$ cat config.mk
export PLATFORM = sky130hd
export DESIGN_NAME = alu_iter
export DESIGN_NICKNAME = d
export VERILOG_FILES = /design/src/rtl/alu_iter.sv
export SDC_FILE = /design/constraint.sdc
export NUM_CORES = 1
export LEC_CHECK = 0
export CELL_PAD_IN_SITES_DETAIL_PLACEMENT = 0
export CELL_PAD_IN_SITES_GLOBAL_PLACEMENT = 1
export CORE_MARGIN = 1
export CORE_UTILIZATION = 39
export CTS_BUF_LIST = sky130_fd_sc_hd__clkbuf_4 sky130_fd_sc_hd__clkbuf_8 sky130_fd_sc_hd__clkbuf_16
export DETAILED_ROUTE_END_ITERATION = 16
export GPL_TIMING_DRIVEN = 0
export MAX_ROUTING_LAYER = met4
export PLACE_DENSITY = 0.75
export SETUP_SLACK_MARGIN = 0.02
export SLEW_MARGIN = 10
export SYNTH_ARGS = -nofsm -noshare
export SYNTH_HDL_FRONTEND = slang
export SYNTH_SLANG_ARGS = --single-unit
$ cat constraint.sdc
create_clock -name clk -period 6.1 [get_ports clk]
set_input_delay 1.22 -clock clk [delete_from_list [all_inputs] [get_ports clk]]
set_output_delay 1.22 -clock clk [all_outputs]
set_load 0.01 [all_outputs]
$ cat src/rtl/alu_iter.sv
// ============================================================================
// alu_iter -- multi-cycle execute-stage ALU with valid/ready handshakes.
//
// Accepts one operation at a time. Single-cycle operations (add, sub, logic,
// shifts, compares) complete at the accept edge. The iterative multiply and
// divide operations step once per clock. The result is held until the
// consumer takes it.
//
// Optional feature macro: ALU_MULDIV_EN
//   defined   -> sel 1100..1111 (mul, mulhu, divu, remu) run iteratively,
//                taking N steps in the BUSY state
//   undefined -> those codes are unsupported (result 0, zero 1, one cycle),
//                and the BUSY datapath and counter are not built
//
// Parameters:
//   N    operand/result width (>= 8, power of two)
//   SHW  shift-amount width, taken from B[SHW-1:0]
//
// Ports:
//   clk        rising-edge clock
//   rst_n      synchronous active-low reset
//   in_valid   operands/op presented
//   in_ready   block can accept an operation (IDLE)
//   A, B       operands
//   sel        operation select
//   out_valid  result/zero valid (DONE)
//   out_ready  consumer takes result
//   result     registered result
//   zero       registered (result == 0)
//   busy       operation in flight (BUSY or DONE)
// ============================================================================
module alu_iter #(
    parameter int N   = 32,
    parameter int SHW = $clog2(N)
) (
    input  logic         clk,
    input  logic         rst_n,
    input  logic         in_valid,
    output logic         in_ready,
    input  logic [N-1:0] A,
    input  logic [N-1:0] B,
    input  logic [3:0]   sel,
    output logic         out_valid,
    input  logic         out_ready,
    output logic [N-1:0] result,
    output logic         zero,
    output logic         busy
);

    typedef enum logic [1:0] {
        S_IDLE = 2'd0,
        S_BUSY = 2'd1,
        S_DONE = 2'd2
    } state_t;

    state_t       state_q;
    logic         in_ready_q;
    logic         out_valid_q;
    logic         busy_q;
    logic         zero_q;
    logic [N-1:0] result_q;

    logic [N-1:0] single_res;
    logic         accept;
    logic         is_iter;

    // Combinational result of every single-cycle op; unknown codes give 0.
    function automatic logic [N-1:0] alu_single(
        input logic [N-1:0] a,
        input logic [N-1:0] b,
        input logic [3:0]   op
    );
        logic signed [N-1:0] sa;
        logic signed [N-1:0] sb;
        logic [SHW-1:0]      sh;
        logic [N-1:0]        r;
        sa = a;
        sb = b;
        sh = b[SHW-1:0];
        r  = '0;
        case (op)
            4'b0010: r = a + b;
            4'b0110: r = a + ~b + N'(1);
            4'b0000: r = a & b;
            4'b0001: r = a | b;
            4'b0011: r = a ^ b;
            4'b0100: r = a << sh;
            4'b0101: r = a >> sh;
            4'b0111: r = sa >>> sh;
            4'b1000: r = {{(N-1){1'b0}}, (sa < sb)};
            4'b1001: r = {{(N-1){1'b0}}, (a < b)};
            default: r = '0;
        endcase
        return r;
    endfunction

    assign accept     = (state_q == S_IDLE) && in_valid;
    assign single_res = alu_single(A, B, sel);

`ifdef ALU_MULDIV_EN
    localparam int CW = $clog2(N) + 1;

    logic [CW-1:0] cnt_q;
    logic [N-1:0]  a_q;
    logic [N-1:0]  b_q;
    logic [1:0]    op_q;      // [1]: 0 = multiply, 1 = divide; [0]: take high half
    logic [N-1:0]  hi_q;      // mul: partial-product high half; div: remainder
    logic [N-1:0]  lo_q;      // mul: multiplier/low product;   div: quotient
    logic [N-1:0]  hi_d;
    logic [N-1:0]  lo_d;
    logic [N:0]    sum;
    logic [N:0]    rem_sh;
    logic [N-1:0]  iter_res;

    assign is_iter = (sel[3:2] == 2'b11);

    // One iteration step. Multiply: conditionally add A to the high half,
    // then shift the {carry, hi, lo} pair right. Divide: shift the next
    // dividend bit into the remainder and subtract B when it fits. A zero
    // divisor always "fits", yielding an all-ones quotient and remainder A.
    always_comb begin
        hi_d   = hi_q;
        lo_d   = lo_q;
        sum    = {1'b0, hi_q} + (lo_q[0] ? {1'b0, a_q} : '0);
        rem_sh = {hi_q, lo_q[N-1]};
        if (!op_q[1]) begin
            hi_d = sum[N:1];
            lo_d = {sum[0], lo_q[N-1:1]};
        end else if (rem_sh >= {1'b0, b_q}) begin
            hi_d = N'(rem_sh - {1'b0, b_q});
            lo_d = {lo_q[N-2:0], 1'b1};
        end else begin
            hi_d = rem_sh[N-1:0];
            lo_d = {lo_q[N-2:0], 1'b0};
        end
    end

    // Result taken from the final step's next values so DONE follows the
    // last step directly.
    assign iter_res = op_q[0] ? hi_d : lo_d;

    always_ff @(posedge clk) begin
        if (accept && is_iter) begin
            a_q  <= A;
            b_q  <= B;
            op_q <= sel[1:0];
            hi_q <= '0;
            lo_q <= sel[1] ? A : B;
        end else if (state_q == S_BUSY) begin
            hi_q <= hi_d;
            lo_q <= lo_d;
        end
    end
`else
    assign is_iter = 1'b0;
`endif

    always_ff @(posedge clk) begin
        if (!rst_n) begin
            state_q     <= S_IDLE;
            result_q    <= '0;
            zero_q      <= 1'b0;
            out_valid_q <= 1'b0;
            busy_q      <= 1'b0;
            in_ready_q  <= 1'b1;
`ifdef ALU_MULDIV_EN
            cnt_q       <= '0;
`endif
        end else begin
            case (state_q)
                S_IDLE: begin
                    if (in_valid) begin
                        in_ready_q <= 1'b0;
                        busy_q     <= 1'b1;
                        if (is_iter) begin
                            state_q <= S_BUSY;
`ifdef ALU_MULDIV_EN
                            cnt_q   <= CW'(N);
`endif
                        end else begin
                            result_q    <= single_res;
                            zero_q      <= (single_res == '0);
                            out_valid_q <= 1'b1;
                            state_q     <= S_DONE;
                        end
                    end
                end
`ifdef ALU_MULDIV_EN
                S_BUSY: begin
                    cnt_q <= cnt_q - CW'(1);
                    if (cnt_q == CW'(1)) begin
                        result_q    <= iter_res;
                        zero_q      <= (iter_res == '0);
                        out_valid_q <= 1'b1;
                        state_q     <= S_DONE;
                    end
                end
`endif
                S_DONE: begin
                    if (out_ready) begin
                        out_valid_q <= 1'b0;
                        busy_q      <= 1'b0;
                        in_ready_q  <= 1'b1;
                        state_q     <= S_IDLE;
                    end
                end
                default: state_q <= S_IDLE;
            endcase
        end
    end

    assign in_ready  = in_ready_q;
    assign out_valid = out_valid_q;
    assign busy      = busy_q;
    assign result    = result_q;
    assign zero      = zero_q;

endmodule

==> flow_metrics.tcl, run 1 <==
set metrics [dict create \
    crit_path_max_fanout 10 \
    area_delta_synth_final_pct 16.54 \
    io_buffers 107 \
    cp.required_ns 6.32 \
    nets 1816 \
    grt_start_max_net_pins 21 \
    grt_pass1_wl_um 93450 \
    end_kind "flop" \
    timing.slew.headroom 0.1188 \
    die_h_um 170.5 \
    die-area_mm2 0.02906 \
    post-route-period-util 1.003 \
    ys_seq_area_frac 0.06331 \
    met1_length_um 25290 \
    numCtsBuffers 5 \
    syn_inst 1531 \
    outcome "finished with violations" \
    final_common_cell "nor2_1" \
    via_count 14310 \
    cts_tree "done" \
    drive_above_1_share 0.09726 \
    ir_worst_vdd_mv 0.1052 \
    avgSynthCellArea_um2 7.229 \
    worst_pin_slew_ns 1.311 \
    synth-main-ff-cell "dfxtp_1" \
    wirelength_um 65250 \
    worst_path_largest_cell_delay_ns 0.70 \
    clk_pin_slew_worst_paths_ns 0.05 \
    rsz0062_at_grt "false" \
    gp_congestion 1.096 \
    cap_violations 0 \
    drc 0 \
    final_max_slew_viol_count 0 \
    dp.cells 2016 \
    min_from "zero" \
    rows 61 \
    clockRootBuffer "clkbuf_16" \
    crit_type "input port to flop" \
    clock_latency_ns 0.28 \
    startpoint "B[2]" \
    setup_slack_ns -0.01572 \
    worstPathCellList "clkdlybuf4s50_1 > buf_2 > buf_1 > clkbuf_1 > clkbuf_1 > nor2_1 > o21ai_0 > o211ai_1 > a21oi_1 > nand4_1 > nor4_1 > nand4_1 > o21ai_1" \
    violations "negative setup slack" \
    power.leakage_nw 5.123 \
    yosys_warnings 0 \
    final_hold_viol_count 0 \
    layout_common_cells "176 x nor2_1, 106 x clkdlybuf4s50_1, 101 x a21oi_1, 101 x nand2_1, 98 x ha_1" \
    power_mw 1.772 \
    drt_pre_antenna_iters 5 \
    antenna_found_initial 1 \
    ys_types 96 \
    wl_met2_um 26840 \
    layout.cells.non_filler 2024 \
    drt.antenna.violating_nets 0 \
    topRoutingLayerUsed "met4" \
    max-clock-path-buffers 2 \
    core_mm2 0.02786 \
    grt_pass1_vias 13400 \
    viasPerCell 7.069 \
    fin_util 0.4630 \
    ios 108 \
    power_density_mw_per_mm2 137.4 \
    routedWlPerCell_um 32.24 \
    fin_skew_ns 0.005427 \
    grt_usage 0.4610 \
    critPathLaunchType "input port" \
    drtIter0Drc 2185 \
    r2r-start "busy" \
    dpl_cell_area_mm2 0.01262 \
    synth_edf_count 0 \
    initial_utilization 0.3973 \
    postCtsHoldBufs 0 \
    h-tree-depth 2 \
    synth_area_mm2 0.01107 \
    ys_seq_elements 35 \
    met3WireLength_um 9086 \
    grt_overflow 0 \
    final_cell_area_mm2 0.01290 \
    max_freq_mhz 163.5 \
    setup_violations 1 \
    die_x_um 170.5 \
    clock_sinks 35 \
    cp_slowest_cell "clkdlybuf4s50_1" \
    async_flop_share 0 \
    min_period_ns 6.116 \
    dp.final_hpwl_um 52310 \
    worstHoldPathType "flop to flop" \
    syn_nets 1703 \
    cp.arrival_ns 6.33 \
]
[Yosys cell counts (7+ instances only)]
cell	count	area share
inv_1	97	0.033
a32oi_1	10	0.0079
a31oi_1	26	0.015
a21oi_1	101	0.046
o211ai_1	35	0.024
nor3_1	47	0.021
or2_2	9	0.0051
or3_1	11	0.0062
a22oi_1	16	0.011
nor3b_1	9	0.0061
mux2_2	17	0.017
mux2i_1	53	0.048
a21o_1	23	0.016
dfxtp_1	35	0.063
buf_1	13	0.0044
mux4_2	50	0.10
a32o_1	7	0.0063
buf_4	7	0.0047
nor2_1	177	0.060
o21a_1	12	0.0081
a221oi_1	11	0.0087
o31a_1	7	0.0055
o31ai_1	10	0.0068
nor2b_1	21	0.012
o21ai_0	69	0.031
clkbuf_1	75	0.025
a211oi_1	31	0.021
o21ai_1	8	0.0036
a221o_1	7	0.0063
o21bai_1	7	0.0047
o221ai_1	10	0.0079
nand3_1	47	0.021
o22ai_1	23	0.013
buf_2	24	0.011
nand4_1	20	0.011
nand2b_1	37	0.021
ha_1	98	0.11
nand2_1	101	0.034
and3_1	7	0.0040
o211a_1	9	0.0081
nor4_1	17	0.0096
[timing repair]
action / 4_1_cts / 5_1_grt
pin swaps: 0 / 1
setup buffers: 0 / 2
hold endpoints to repair: 0 / 0
endpoints found under the setup margin: 28 / 3
resized for setup: 12 / 14
[per-stage QoR]
step                      hold WS (ns)  setup TNS [ns]  setup slack (ns)
after global placement          0.4457          -30.09            -2.459
after CTS                       0.4662               0           0.06107
after detailed placement        0.4494          -27.80            -2.124
final                           0.4671        -0.01572          -0.01572
after global routing            0.4817               0           0.03927
after floorplan                 0.4805               0            0.8102
[sequential cells by signal, indices dropped and copies added (netlist names)]
register	cells
in_ready	1
busy	1
result	32
zero	1
[per-layer routing]
metal,GRT usage,vias to the layer above
met1,0.5872,6878
met2,0.6629,1182
met3,0.1263,234
met4,0.2338,0
li1,-,6013
met5,-,-
[area by class of cell]
| type | instances | area, um2 |
|---|---|---|
| diodes | 1 | 2.502 |
| plain buffers | 123 | 604.3 |
| clock buffers | 8 | 160.2 |
| fillers | 2916 | 14960 |
| inverters | 99 | 371.6 |
| multi-input cells | 1271 | 9498 |
| flip-flops and latches | 35 | 700.7 |
| well taps | 378 | 473.0 |
| repair buffers | 109 | 1089 |
[where the power goes]
group	switching, mW	total (mW)	internal [mW]
Clock	0.0922	0.270	0.178
Combinational	0.806	1.24	0.436
Sequential	0.0102	0.259	0.249
[path summary, 6_finish.rpt]
| path | cells past startpoint | endpoint | slack (ns) |
|---|---|---|---|
| worst max register to register | 10 | zero | 3.35 |
| worst max-delay path | 13 | zero | -0.02 |
| worst min register to register | 2 | zero | 0.47 |
| worst min-delay path | 2 | zero | 0.47 |
[cell families after synthesis]
group / count (synthesis) / share of synthesized area
AOI/OAI and AO/OA: 496 / 0.3131
xor gates and xnor gates: 6 / 0.004748
adders and majority gates: 100 / 0.1144
buffers and inverters: 225 / 0.08693
DFF: 35 / 0.06331
muxes: 126 / 0.1748
and+or+nand+nor: 543 / 0.2427
[worst max-delay path: cells and delay by family]
| kind | cells | cell delay, ns |
|---|---|---|
| buf+inv | 5 | 3.12 |
| simple gates | 4 | 0.70 |
| compound gates | 4 | 1.28 |
No activity file was read; power rests on OpenSTA's default activity.
==> run 2, diff against run 1 <==
--- a/config.mk
+++ b/config.mk
@@ -5,7 +5,7 @@
 export SDC_FILE = /design/constraint.sdc
 export NUM_CORES = 1
 export LEC_CHECK = 0
-export CELL_PAD_IN_SITES_DETAIL_PLACEMENT = 0
+export CELL_PAD_IN_SITES_DETAIL_PLACEMENT = 1
 export CELL_PAD_IN_SITES_GLOBAL_PLACEMENT = 1
 export CORE_MARGIN = 1
 export CORE_UTILIZATION = 39
==> run 2 against run 1 <==
The flow still finishes with violations (negative setup slack). Clock skew shrank 0.0040 ns. Sequential cell count is the same. Via count grew 2.1%. Clock power is essentially flat. Final area grew 0.27%. Non-clock buffer count is the same. Register-to-register slack lost 0.09 ns. Critical path type unchanged. Critical endpoint unchanged.
==> flow_metrics.tcl, run 2 (synthesized netlist as in run 1, its figures left out) <==
set metrics [dict create \
    die_h_um 170.5 \
    worst_pin_slew_ns 1.226 \
    drt.antenna.violating_nets 0 \
    crit_type "input port to flop" \
    cp.arrival_ns 6.44 \
    cp_slowest_cell "clkdlybuf4s50_1" \
    final_hold_viol_count 0 \
    drive_above_1_share 0.1003 \
    largest_register_ffs 32 \
    clockPowerShare 0.151 \
    gp_congestion 1.096 \
    final_common_cell "nor2_1" \
    fin_util 0.4643 \
    rows 61 \
    numCtsBuffers 5 \
    setup_violations 1 \
    end_kind "flop" \
    worst_path_largest_cell_delay_ns 0.72 \
    die_x_um 170.5 \
    post-route-period-util 1.021 \
    clock_latency_ns 0.28 \
    drt_pre_antenna_iters 8 \
    fillers 3544 \
    viasPerCell 7.224 \
    violations "negative setup slack" \
    drc 0 \
    grt_pass1_vias 14240 \
    dp.final_hpwl_um 55170 \
    fin_skew_ns 0.001472 \
    cts_tree "done" \
    switchingPower_mw 0.9383 \
    grt_overflow 0 \
    clk_pin_slew_worst_paths_ns 0.05 \
    clock_sinks 35 \
    holdWs_ns 0.4767 \
    cap_violations 0 \
    dp.cells 2016 \
    max_freq_mhz 160.6 \
    crit_path_max_fanout 10 \
    layout.cells.non_filler 2023 \
    timing.slew.headroom 0.1721 \
    worstHoldPathType "flop to flop" \
    final_max_slew_viol_count 0 \
    diodes 0 \
    rsz0062_at_grt "false" \
    layout_common_cells "176 x nor2_1, 106 x clkdlybuf4s50_1, 101 x a21oi_1, 101 x nand2_1, 98 x ha_1" \
    via_count 14610 \
    ios 108 \
    grt_usage 0.4874 \
    clockRootBuffer "clkbuf_16" \
    initial_utilization 0.3973 \
    grt_pass1_wl_um 98970 \
    drtIter0Drc 1920 \
    outcome "finished with violations" \
    critPathLaunchType "input port" \
    routedWlPerCell_um 34.03 \
    p_sw_frac 0.5206 \
    antenna_found_initial 0 \
    max-clock-path-buffers 2 \
    core_mm2 0.02786 \
    nets 1816 \
    grt_start_max_net_pins 21 \
    power_density_mw_per_mm2 139.3 \
    min_period_ns 6.228 \
    cp.required_ns 6.32 \
    wirelength_um 68850 \
    area_delta_synth_final_pct 16.86 \
    worstPathCellList "clkdlybuf4s50_1 > buf_2 > buf_1 > clkbuf_1 > clkbuf_1 > nor2_1 > o21ai_0 > o211ai_1 > a21oi_1 > nand4_1 > nor4_1 > nand4_1 > o21ai_1" \
    power.leakage_nw 5.122 \
    setup_slack_ns -0.1277 \
    die-area_mm2 0.02906 \
    ir_worst_vdd_mv 0.09298 \
    power_frac_seq 0.145 \
    combPwrFrac 0.704 \
    power.internal_mw 0.8640 \
    io_buffers 107 \
    h-tree-depth 2 \
]
run 2: changes by cell type in the layout (fill, tap and decap cells not counted), moves of 2 or more:
| cell | previous run | this run |
|---|---|---|
| buf_8 | 0 | 2 |
| nor4_2 | 2 | 5 |
| o31ai_1 | 10 | 8 |
| nor4_1 | 16 | 13 |
| o31ai_2 | 0 | 2 |
run 2: final timing paths:
path | end | depth (start not counted) | slack (ns) | start
setup / recovery | zero | 13 | -0.13 | B[2]
hold / removal | zero | 2 | 0.48 | zero
setup reg to reg | zero | 10 | 3.26 | busy
hold reg to reg | zero | 2 | 0.48 | zero
run 2: layout make-up:
class	instances	area [um2]	area share
buffer	123	613.1	0.04740
clock buffer	8	160.2	0.01238
inverter	99	371.6	0.02873
multi-input combinational	1271	9527	0.7366
sequential	35	700.7	0.05417
tap	378	473.0	0.03657
timing repair buffer	109	1089	0.08416
run 2: repair_timing:
item,4_1_cts,5_1_grt
pin swaps,0,2
gates resized for setup,17,16
gates cloned,0,0
setup endpoints to repair,30,3
buffers inserted,0,2
hold buffers,0,0
endpoints found under the hold margin,0,0
run 2: stage by stage:
| step | setup TNS, ns | cell area [um2] | setup WS (ns) | total power, mW |
|---|---|---|---|---|
| finish | -0.1277 | 12930 | -0.1277 | 1.802 |
| floorplan | 0 | 11070 | 0.8102 | 0.9536 |
| detailed placement | -30.20 | 12620 | -2.148 | 1.444 |
| CTS | 0 | 12850 | 0.03890 | 1.729 |
| global placement | -30.09 | 12610 | -2.459 | 1.427 |
| global route | 0 | 12930 | 0.03968 | 1.853 |
run 2: worst max-delay path: cells and delay by family:
family                 cells  cell delay (ns)
AO/OA/AOI/OAI              4             1.39
buffers and inverters      5             3.09
AND/OR/NAND/NOR            4             0.72
run 2: per-layer routing:
layer,GRT usage,vias up,routed length [um],share of wire
li1,-,6015,-,-
met5,-,-,0,0
met4,0.2726,0,4647,0.067
met3,0.1272,276,8696,0.13
met1,0.6052,7162,26670,0.39
met2,0.7136,1161,28840,0.42
run 2: power groups by stage:
stage / clock network, mW / registers [mW] / logic (mW)
6_report: 0.273 / 0.261 / 1.27
5_1_grt: 0.280 / 0.263 / 1.31
4_1_cts: 0.272 / 0.261 / 1.20
3_5_place_dp: 0 / 0.265 / 1.18
3_3_place_gp: 0 / 0.263 / 1.16
2_1_floorplan: 0 / 0.273 / 0.681
==> run 3, diff against run 2 <==
--- a/config.mk
+++ b/config.mk
@@ -14,6 +14,7 @@
 export GPL_TIMING_DRIVEN = 0
 export MAX_ROUTING_LAYER = met4
 export PLACE_DENSITY = 0.75
+export RECOVER_POWER = 100
 export SETUP_SLACK_MARGIN = 0.02
 export SLEW_MARGIN = 10
 export SYNTH_ARGS = -nofsm -noshare
==> run 3 against run 2 <==
The flow still finishes with violations (negative setup slack). Fmax rose by 0.99%. Worst setup slack gained 0.061 ns. Sequential share of layout area barely moved. Routed wire length is essentially flat. Sequential cell count did not move. First-iteration DRC count increased by 0.36%. Combinational power barely moved. Die area is the same.
==> flow_metrics.tcl, run 3 (synthesized netlist as in run 1, its figures left out) <==
set metrics [dict create \
    cp.arrival_ns 6.38 \
    core_mm2 0.02786 \
    drive_above_1_share 0.09909 \
    postCtsHoldBufs 0 \
    end_kind "flop" \
    diodes 0 \
    power.internal_mw 0.8561 \
    routedWlPerCell_um 34.06 \
    die_h_um 170.5 \
    grt_pass1_vias 14240 \
    fillers 3547 \
    outcome "finished with violations" \
    combPwrFrac 0.703 \
    final_common_cell "nor2_1" \
    grt_pass1_wl_um 98970 \
    fin_util 0.4640 \
    whs_path_depth 2 \
    violations "negative setup slack" \
    area_delta_synth_final_pct 16.79 \
    drt.antenna.violating_nets 0 \
    viasPerCell 7.180 \
    worst_pin_slew_ns 1.216 \
    clock_sinks 35 \
    h-tree-depth 2 \
    grt.busiest_layer "met2" \
    power_frac_seq 0.145 \
    critPathLaunchType "input port" \
    gp_congestion 1.096 \
    crit_path_max_fanout 10 \
    max-clock-path-buffers 2 \
    min_period_ns 6.167 \
    power_mw 1.792 \
    die_x_um 170.5 \
    timing.slew.headroom 0.1686 \
    ir_worst_vdd_mv 0.09296 \
    grt_use_met2 0.7136 \
    post-route-period-util 1.011 \
    setup_slack_ns -0.06657 \
    p_sw_frac 0.5224 \
    cts_tree "done" \
    grt_usage 0.4874 \
    worstPathCellList "clkdlybuf4s50_1 > buf_2 > clkbuf_1 > clkbuf_1 > clkbuf_1 > nor2_1 > o21ai_0 > o211ai_1 > a21oi_1 > nand4_1 > nor4_1 > nand4_1 > o21ai_1" \
    io_buffers 107 \
    largest_register_ffs 32 \
    power_density_mw_per_mm2 138.7 \
    regArea_um2 700.7 \
    setup_violations 1 \
    nets 1816 \
    worst_path_largest_cell_delay_ns 0.72 \
    clk_pin_slew_worst_paths_ns 0.05 \
    final_max_slew_viol_count 0 \
    crit_type "input port to flop" \
    max_freq_mhz 162.2 \
    switchingPower_mw 0.9363 \
    die-area_mm2 0.02906 \
    fin_skew_ns 0.002478 \
    cp.required_ns 6.32 \
    use_met1 0.6052 \
    numCtsBuffers 5 \
    wirelength_um 68900 \
    antenna_found_initial 0 \
    grt_start_max_net_pins 21 \
    final_hold_viol_count 0 \
    grt_overflow 0 \
    via_count 14530 \
    multi_input_area_mm2 0.009520 \
    cp_common_cell "clkbuf_1" \
    drt_pre_antenna_iters 5 \
    power.leakage_nw 5.206 \
    worstHoldPathType "flop to flop" \
    clockRootBuffer "clkbuf_16" \
    layout_common_cells "176 x nor2_1, 101 x a21oi_1, 101 x nand2_1, 98 x ha_1, 97 x inv_1" \
    ios 108 \
    cap_violations 0 \
    rows 61 \
    drtIter0Drc 1927 \
    drc 0 \
    cp_slowest_cell "clkdlybuf4s50_1" \
    initial_utilization 0.3973 \
    reg2reg_depth 10 \
    met3_usage 0.1272 \
    dp.final_hpwl_um 55170 \
    clock_latency_ns 0.28 \
    clockPowerShare 0.152 \
    rsz0062_at_grt "false" \
]
[run 3: cell types whose count changed in the layout (fill, tap and decap cells not counted), sizes merged]
| cell | previous run | this run |
|---|---|---|
| clkbuf | 81 | 84 |
| dlygate4sd3 | 0 | 37 |
| buf | 52 | 49 |
| clkdlybuf4s50 | 106 | 69 |
[run 3: layout make-up]
| class | instances | area share |
|---|---|---|
| sequential | 35 | 0.05421 |
| clock buffer | 8 | 0.01239 |
| buffer | 123 | 0.04733 |
| timing repair buffer | 109 | 0.08421 |
| multi-input combinational | 1271 | 0.7365 |
| tap | 378 | 0.03659 |
| inverter | 99 | 0.02875 |
[run 3: worst paths after layout]
| check | slack (ns) | endpoint | startpoint |
|---|---|---|---|
| worst max register to register | 3.25 | zero | busy |
| worst min-delay path | 0.47 | zero | zero |
| worst max-delay path | -0.07 | zero | B[2] |
| worst min register to register | 0.47 | zero | zero |
[run 3: power groups by stage]
stage	registers, mW	clock network (mW)	logic (mW)
5_1_grt	0.262	0.280	1.30
2_1_floorplan	0.273	0	0.681
4_1_cts	0.261	0.272	1.20
6_report	0.260	0.273	1.26
3_3_place_gp	0.263	0	1.16
3_5_place_dp	0.265	0	1.18
[run 3: stage by stage]
stage	area, um2	hold slack (ns)	setup WS, ns	cells	setup TNS [ns]
5_1_grt	12930	0.4823	0.03968	2023	0
3_5_place_dp	12620	0.4603	-2.148	2016	-30.20
6_report	12930	0.4732	-0.06657	2023	-0.06657
2_1_floorplan	11070	0.4805	0.8102	1531	0
3_3_place_gp	12610	0.4457	-2.459	2016	-30.09
4_1_cts	12850	0.4730	0.03890	2021	0
[run 3: routing by layer]
layer | wire length [um] | vias up
met5 | 0 | -
met4 | 4765 | 0
met3 | 8828 | 293
met2 | 28700 | 1166
met1 | 26610 | 7053
li1 | - | 6013
[run 3: worst max-delay path, delay by kind of cell]
family	cells	cell delay (ns)
AO/OA/AOI/OAI	4	1.35
buffers and inverters	5	3.07
AND/OR/NAND/NOR	4	0.72
[run 3: timing repair]
| action | 4_1_cts | 5_1_grt |
|---|---|---|
| pin swaps | 0 | 2 |
| setup buffers | 0 | 2 |
| setup endpoints to repair | 30 | 3 |
| gates resized for setup | 17 | 16 |
